--- src/rtl/seven_seg_tdm_receiver.sv ---
// Receive side of an 8-digit multiplexed seven-segment display: samples the
// segment/anode lines, decodes each settled digit and reassembles the 32-bit value.
module seven_seg_tdm_receiver #(
    parameter int SETTLE_CYCLES = 16,
    parameter int FRAME_TIMEOUT = 1000000
) (
    input  logic        clk_in,
    input  logic        reset,
    input  logic [6:0]  seg_n,
    input  logic [7:0]  an_n,
    output logic [31:0] value,
    output logic        frame_valid,
    output logic        frame_pulse,
    output logic [7:0]  digit_mask,
    output logic        decode_error
);

    localparam int SW = $clog2(SETTLE_CYCLES);
    localparam int TW = $clog2(FRAME_TIMEOUT + 1);
    localparam logic [SW-1:0] SETTLE_MAX = SW'(SETTLE_CYCLES - 1);
    localparam logic [SW-1:0] FIRE_AT    = SW'(SETTLE_CYCLES - 2);
    localparam logic [TW-1:0] IDLE_MAX   = TW'(FRAME_TIMEOUT);

    logic [14:0] sync1_q, sync2_q, prev_q;
    logic [SW-1:0] stable_q, stable_d;
    logic [TW-1:0] idle_q, idle_d;
    logic [31:0] digits_q, digits_d;
    logic [7:0]  mask_q, mask_d;
    logic [31:0] value_q, value_d;
    logic        valid_q, valid_d;
    logic        pulse_q, pulse_d;
    logic        error_q, error_d;

    logic        same, an_valid, fire, capture_ok;
    logic [7:0]  an_lit;
    logic [2:0]  an_idx;
    logic [4:0]  decoded;

    // Returns {hit, nibble}; the pattern is the set of lit segments, bit 0 = CA.
    function automatic logic [4:0] decode_glyph(input logic [6:0] lit);
        case (lit)
            7'b0111111: decode_glyph = 5'h10;
            7'b0000110: decode_glyph = 5'h11;
            7'b1011011: decode_glyph = 5'h12;
            7'b1001111: decode_glyph = 5'h13;
            7'b1100110: decode_glyph = 5'h14;
            7'b1101101: decode_glyph = 5'h15;
            7'b1111101: decode_glyph = 5'h16;
            7'b0000111: decode_glyph = 5'h17;
            7'b1111111: decode_glyph = 5'h18;
            7'b1101111: decode_glyph = 5'h19;
            7'b1110111: decode_glyph = 5'h1A;
            7'b1111100: decode_glyph = 5'h1B;
            7'b0111001: decode_glyph = 5'h1C;
            7'b1011110: decode_glyph = 5'h1D;
            7'b1111001: decode_glyph = 5'h1E;
            7'b1110001: decode_glyph = 5'h1F;
            default:    decode_glyph = 5'h00;
        endcase
    endfunction

    always_ff @(posedge clk_in or posedge reset) begin
        if (reset) begin
            sync1_q  <= '0;
            sync2_q  <= '0;
            prev_q   <= '0;
            stable_q <= '0;
            idle_q   <= '0;
            digits_q <= '0;
            mask_q   <= '0;
            value_q  <= '0;
            valid_q  <= 1'b0;
            pulse_q  <= 1'b0;
            error_q  <= 1'b0;
        end else begin
            sync1_q  <= {seg_n, an_n};
            sync2_q  <= sync1_q;
            prev_q   <= sync2_q;
            stable_q <= stable_d;
            idle_q   <= idle_d;
            digits_q <= digits_d;
            mask_q   <= mask_d;
            value_q  <= value_d;
            valid_q  <= valid_d;
            pulse_q  <= pulse_d;
            error_q  <= error_d;
        end
    end

    always_comb begin
        an_lit   = ~sync2_q[7:0];
        an_valid = (an_lit != 8'h00) && ((an_lit & (an_lit - 8'h01)) == 8'h00);
        an_idx   = 3'd0;
        for (int k = 0; k < 8; k++) begin
            if (an_lit[k]) begin
                an_idx = 3'(k);
            end
        end
        decoded = decode_glyph(~sync2_q[14:8]);

        same     = (sync2_q == prev_q);
        stable_d = '0;
        if (same) begin
            stable_d = (stable_q == SETTLE_MAX) ? stable_q : stable_q + SW'(1);
        end
        // Fire on the transition into SETTLE_CYCLES-1 so a saturated count never re-fires.
        fire       = same && (stable_q == FIRE_AT) && an_valid;
        capture_ok = fire && decoded[4];
    end

    always_comb begin
        digits_d = digits_q;
        mask_d   = mask_q;
        value_d  = value_q;
        valid_d  = valid_q;
        pulse_d  = 1'b0;
        error_d  = fire && !decoded[4];
        idle_d   = idle_q;

        if (capture_ok) begin
            idle_d = '0;
        end else if (idle_q != IDLE_MAX) begin
            idle_d = idle_q + TW'(1);
        end

        if (!capture_ok && (idle_q == IDLE_MAX - TW'(1))) begin
            mask_d  = '0;
            valid_d = 1'b0;
        end

        if (mask_q == 8'hFF) begin
            value_d = digits_q;
            valid_d = 1'b1;
            pulse_d = 1'b1;
            mask_d  = '0;
        end

        // Applied after the completion clear so a same-cycle capture opens the next frame.
        if (capture_ok) begin
            digits_d[4*an_idx +: 4] = decoded[3:0];
            mask_d[an_idx]          = 1'b1;
        end
    end

    assign value        = value_q;
    assign frame_valid  = valid_q;
    assign frame_pulse  = pulse_q;
    assign digit_mask   = mask_q;
    assign decode_error = error_q;

endmodule
--- config.mk ---
export PLATFORM = sky130hd
export DESIGN_NAME = seven_seg_tdm_receiver
export DESIGN_NICKNAME = d
export VERILOG_FILES = /design/src/rtl/seven_seg_tdm_receiver.sv
export SDC_FILE = /design/constraint.sdc
export NUM_CORES = 1
export LEC_CHECK = 0
export CAP_MARGIN = 25
export CELL_PAD_IN_SITES_DETAIL_PLACEMENT = 1
export CELL_PAD_IN_SITES_GLOBAL_PLACEMENT = 1
export CORE_MARGIN = 1
export CORE_UTILIZATION = 51
export CTS_BUF_LIST = sky130_fd_sc_hd__clkbuf_8
export CTS_CLUSTER_DIAMETER = 150
export DETAILED_ROUTE_END_ITERATION = 10
export PLACE_DENSITY = 0.89
export SYNTH_ARGS = -nofsm -noshare
export SYNTH_HDL_FRONTEND = slang
export SYNTH_SLANG_ARGS = --single-unit
--- constraint.sdc ---
create_clock -name clk_in -period 12.7 [get_ports clk_in]
set_input_delay 1.27 -clock clk_in [delete_from_list [all_inputs] [get_ports clk_in]]
set_output_delay 1.27 -clock clk_in [all_outputs]
set_load 0.02 [all_outputs]
==> results.yml, run 1 <==
global_routing:
  grt_pass1_vias: 4601
  antenna_found_initial: 0
  grt_pass1_wl_um: 23400
  grt_use_total_pct: 24.6
  grt_max_degree: 81
  grt_overflow: 0
place:
  gp_congestion: 0.768
  port_buffers: 59
  hpwl_um: 9480
timing:
  fin_skew_ps: 11.5
  fmax_mhz: 309
  worstMarginPinSlew_ps: 985
  min_period_ps: 3240
  rsz0062_at_grt: "false"
  period_share_pct: 25.5
  setup_viol: 0
  fin_setup_tns_ps: 0
  max_slew_margin_pct: 34.3
  hold_viol: 0
  slew_viol_final: 0
pwr:
  leakage_nw: 3.40
  ir_worst_vdd_v: 0.0000793
  power_density_nw_per_um2: 121
cells_and_area:
  final_nets: 637
  final_util_pct: 62.9
  num-fill-cells: 1199
  n_antenna_cell: 0
  syn2layout_area_growth_pct: 18.9
  drive_gt1_share_pct: 13.9
drt:
  num_vias: 4265
  drt_wl_total_um: 14200
  drt_iter0_markers: 230
  drcViolationCount: 9
  vias_per_cell: 5.55
  dr.pass1.iters: 7
  wire_per_inst_um: 18.4
  ant_nets: 0
floorplanning:
  dieArea_um2: 12400
  die-width_um: 111
  ios: 60
  die_h_um: 111
  core-area_um2: 11500
  num_rows: 39
  initial_core_util_pct: 52.9
clocking:
  cts.sinks: 144
  numCtsBuffers: 17
  cts_tree: "done"
  clockBufferDepth: 2
  cts.clk_slew.worst_paths_ps: 70
  cts_root_buffer: "clkbuf_8"
  clk_latency_ps: 450
  holdBufCountCts: 0
  cts-htree-levels: 4
  ctsResizeCount: 0
  postCtsSetupRepairBufs: 0
yosys:
  synthArstFlopShare_pct: 100
  ys.flop_type: "dfrtp_1"
  synth_cell_types: 50
  ys_seq_elements: 144
  yosysTopAreaCellShare_pct: 59.1
  netlist_top_cells_count: "144 x dfrtp_1, 124 x nand2_1, 44 x nor2_1"
  ys_top_cells_by_area: "dfrtp_1 59%, nand2_1 7.6%, mux2_2 5.5%"
  synth-edff-count: 0
  syn_inst: 556
  ys_warn_count: 0
  synth.yosys.seq_area_share_pct: 59.1
  synth_area_um2: 6090
  syn_nets: 579
  synth_most_common_cell: "dfrtp_1"
  synth_top_area_cell: "dfrtp_1"
  avgSynthCellArea_um2: 11.0
run:
  drv_cap: 0
critical_path:
  slowest_delay_ps: 750
  cp-end-kind: "flop"
  arrival_ps: 3570
  crit_required_ps: 13030
  critical_path_class: "reg -> reg"
  crit_fanout: 14
  critPathMostFrequentCell: "nor2_1"
  cp_slowest_cell: "o21ai_0"
  cp-start-kind: "flop"
  crit_chain: "nor3b_1, a32oi_1, o21ai_0, nor4bb_4, buf_8, nor2_1, buf_6, nor2_1"
worst_hold_path:
  hold_path.class: "reg -> reg"
status:
  violations: "design-rule violations"
  status: "finished with violations"
final cells by class:
cell class	count	area [µm²]	area share, %
Clock buffer	19	262	3.61
Sequential cell	144	3600	49.7
Clock inverter	12	143	1.97
Inverter	15	61.3	0.846
Multi-Input combinational cell	372	2340	32.3
Timing Repair Buffer	64	659	9.10
Tap cell	143	179	2.47
registers in the layout, indices dropped and copies added, names as in the netlist:
| register | flops |
|---|---|
| sync1_q | 15 |
| frame_pulse | 1 |
| idle_q | 20 |
| digit_mask | 8 |
| digits_q | 32 |
| sync2_q | 15 |
| stable_q | 4 |
| frame_valid | 1 |
| value | 32 |
| prev_q | 15 |
| decode_error | 1 |
worst max-delay path, delay by kind of cell, from the launching register on:
kind | cells | cell delay [ps]
compound gates | 2 | 920
buf+inv | 2 | 450
flops | 1 | 540
simple gates | 4 | 1200
worst paths after layout:
path	from	cells after the start	slack [ps]	end
max in group asynchronous	reset	4	10410	value[4]
max	sync2_q[11]	8	9460	idle_q[9]
min in group asynchronous	reset	2	1250	sync1_q[7]
max reg2reg	sync2_q[11]	8	9460	idle_q[9]
min reg2reg	sync1_q[2]	0	350	sync2_q[2]
min	sync1_q[2]	0	350	sync2_q[2]
logic make-up (layout without fill, tap and decap cells):
kind of cell,Yosys count,after routing,synth area share (%)
DFF,144,144,59.1
xor gates and xnor gates,35,35,5.03
AOI/OAI and AO/OA,40,40,4.31
adders and majority gates,6,6,1.23
buffers and inverters,40,110,2.77
and+or+nand+nor,257,257,21.3
muxes,34,34,6.26
routing by layer:
| metal | track usage, % | wire length, µm |
|---|---|---|
| met2 | 43.1 | 7500 |
| met4 | 12.3 | 416 |
| met1 | 29.3 | 5830 |
| met5 | 0 | 0 |
| met3 | 4.48 | 415 |
cells in the final DEF (no fill, tap or decap), types with 3 or more instances in the layout:
cell | synthesis | routed
a31oi_1 | 3 | 3
nand2_1 | 124 | 124
dfrtp_1 | 144 | 144
and3_1 | 3 | 3
o21ai_0 | 7 | 7
clkinv_2 | 0 | 5
o22ai_1 | 6 | 6
nor2b_1 | 4 | 4
or3_1 | 4 | 4
a21oi_1 | 9 | 9
or4_1 | 3 | 3
nor4_1 | 7 | 7
clkdlybuf4s50_1 | 0 | 59
o21bai_1 | 3 | 3
nor2_1 | 44 | 44
a211oi_1 | 3 | 3
nor3_1 | 9 | 9
nand3_1 | 15 | 15
mux2_1 | 3 | 3
nand4_1 | 10 | 10
bufinv_16 | 0 | 3
ha_1 | 6 | 6
nor3b_1 | 3 | 3
xnor2_1 | 15 | 15
nor4_4 | 6 | 6
or2_2 | 7 | 7
clkbuf_8 | 0 | 19
mux2_2 | 30 | 30
nand2b_1 | 6 | 6
xor2_1 | 20 | 20
inv_1 | 15 | 15
where the power goes:
part | switching [mW] | total [mW] | internal, mW
clock | 0.166 | 0.367 | 0.201
sequential | 0.00905 | 0.475 | 0.466
combinational | 0.0231 | 0.0375 | 0.0144
total | 0.198 | 0.879 | 0.681
metrics by stage:
| stage | power [mW] | area [µm²] | instances | worst slack [ps] | hold WS [ps] |
|---|---|---|---|---|---|
| after floorplan | 0.506 | 6090 | 556 | 7560 | 331 |
| after global placement | 0.516 | 6790 | 735 | 9420 | 332 |
| after detailed placement | 0.519 | 6800 | 736 | 9280 | 337 |
| after CTS | 0.883 | 7200 | 767 | 9220 | 353 |
| after global routing | 0.906 | 7240 | 769 | 9180 | 355 |
| final | 0.879 | 7240 | 769 | 9460 | 351 |
(Power assumes the default switching activity.)
==> run 2, diff against run 1 <==
CORE_UTILIZATION = 47   (was 51)
PLACE_DENSITY = 0.83   (was 0.89)
clock period = 3 ns   (was 12.7 ns; I/O delays follow)
==> results.yml, run 2 (synthesized netlist as in run 1, its figures left out) <==
status:
  status: "completed"
global_routing:
  antenna_found_initial: 0
  grt_pass1_vias: 4627
  grt_overflow: 0
  grt_pass1_wl_um: 23300
  grt_use_total_pct: 23.1
  grt_max_degree: 38
clocking:
  cts_root_buffer: "clkbuf_8"
  cts.clk_slew.worst_paths_ps: 80
  cts-htree-levels: 4
  numCtsBuffers: 17
  cts.sinks: 144
  clockBufferDepth: 2
  clk_latency_ps: 450
  cts_tree: "done"
timing:
  fmax_mhz: 350
  slew_viol_final: 0
  fin_setup_tns_ps: 0
  period_share_pct: 95.1
  min_period_ps: 2850
  max_slew_margin_pct: 45.4
  fin_skew_ps: 9.08
  setup_viol: 0
  holdWs_ps: 276
  setup_slack_ps: 147
  hold_viol: 0
  worstMarginPinSlew_ps: 815
  rsz0062_at_grt: "false"
drt:
  drcViolationCount: 0
  num_vias: 4315
  dr.pass1.iters: 4
  drt_iter0_markers: 222
  drt_wl_total_um: 13800
  wire_per_inst_um: 16.9
  vias_per_cell: 5.29
  ant_nets: 0
cells_and_area:
  final_util_pct: 58.9
  syn2layout_area_growth_pct: 22.1
  finalNonFillerCells: 815
  drive_gt1_share_pct: 16.5
  final_nets: 653
  final_cell_area_um2: 7440
  most-common-layout-cells: "142 x dfrtp_1, 124 x nand2_1, 59 x clkdlybuf4s50_1"
  final_common_cell: "dfrtp_1"
  n_antenna_cell: 0
critical_path:
  cp-start-kind: "flop"
  crit_required_ps: 3330
  crit_fanout: 12
  cp-end-kind: "flop"
  critical_path_class: "reg -> reg"
  arrival_ps: 3190
floorplanning:
  die_h_um: 116
  die-width_um: 116
  initial_core_util_pct: 48.3
  ios: 60
  core-area_um2: 12600
  num_rows: 41
  dieArea_um2: 13400
pwr:
  power_density_nw_per_um2: 507
  swShare_pct: 23.5
  p_seq_share_pct: 53.2
  ir_worst_vdd_v: 0.000306
  p_sw_mw: 0.886
  power_frac_clock_pct: 42.0
  p_comb_share_pct: 4.8
  totalPowerFinal_mw: 3.77
  leakage_nw: 3.48
  p_int_mw: 2.88
worst_hold_path:
  hold_path.class: "in -> async"
place:
  port_buffers: 59
  place_area_um2: 6990
  dpl_worst_slack_ps: 62.2
  numPlacedInstances: 781
  hpwl_um: 9930
  gp_congestion: 0.797
run:
  drv_cap: 0
run 2: cell types whose count changed in the layout (fill, tap and decap cells not counted), sizes merged:
cell,before,now
buf,5,21
clkinvlp,2,7
clkbuf,19,18
clkinv,6,3
run 2: timing repair:
item	CTS	global route
setup endpoints to repair	0	20
buffers inserted	0	1
hold buffers	0	0
resized for setup	0	5
run 2: critical path, cell delays in order (launching register included):
cell and delay (ps):
dfrtp_1 440, inv_1 80, ha_1 170, nand3_1 90
nor3_1 230, o211ai_1 150, or4_4 710, nor4b_4 450
mux2_2 390
run 2: worst paths after layout:
check / cells past startpoint / to / slack [ps] / startpoint
setup / recovery: 8 / digits_q[0] / 150 / stable_q[0]
setup reg to reg: 8 / digits_q[0] / 150 / stable_q[0]
max in group asynchronous: 4 / value[0] / 1960 / reset
hold / removal: 2 / digit_mask[6] / 280 / reset
min in group clk_in: 1 / sync1_q[7] / 280 / an_n[7]
hold reg to reg: 0 / sync2_q[14] / 350 / sync1_q[14]
run 2: area by class of cell:
type                            instances  area (µm²)
Fill cell                            1374        5180
Inverter                               15        60.1
Multi-Input combinational cell        372        2350
Timing Repair Buffer                   80         790
Clock inverter                         14         169
Sequential cell                       144        3610
Tap cell                              172         215
Clock buffer                           18         248
run 2: power by group through the flow:
stage                     Sequential, mW  Combinational (mW)  Clock [mW]
final                               2.00               0.181        1.58
after global routing                2.01               0.201        1.69
after CTS                           2.00               0.181        1.62
after detailed placement            2.04               0.180           0
after global placement              2.04               0.171           0
after floorplan                     2.02               0.118           0
run 2: per-layer routing:
layer  wire [µm]  global-route usage (%)  vias to the layer above  part of all wire [%]
met5           0                       0                        -                     0
li1            -                       -                     2017                     -
met4         369                    10.4                        0                   2.7
met3         299                    4.45                       28                   2.2
met2        7350                    40.9                       66                    53
met1        5780                    27.3                     2204                    42
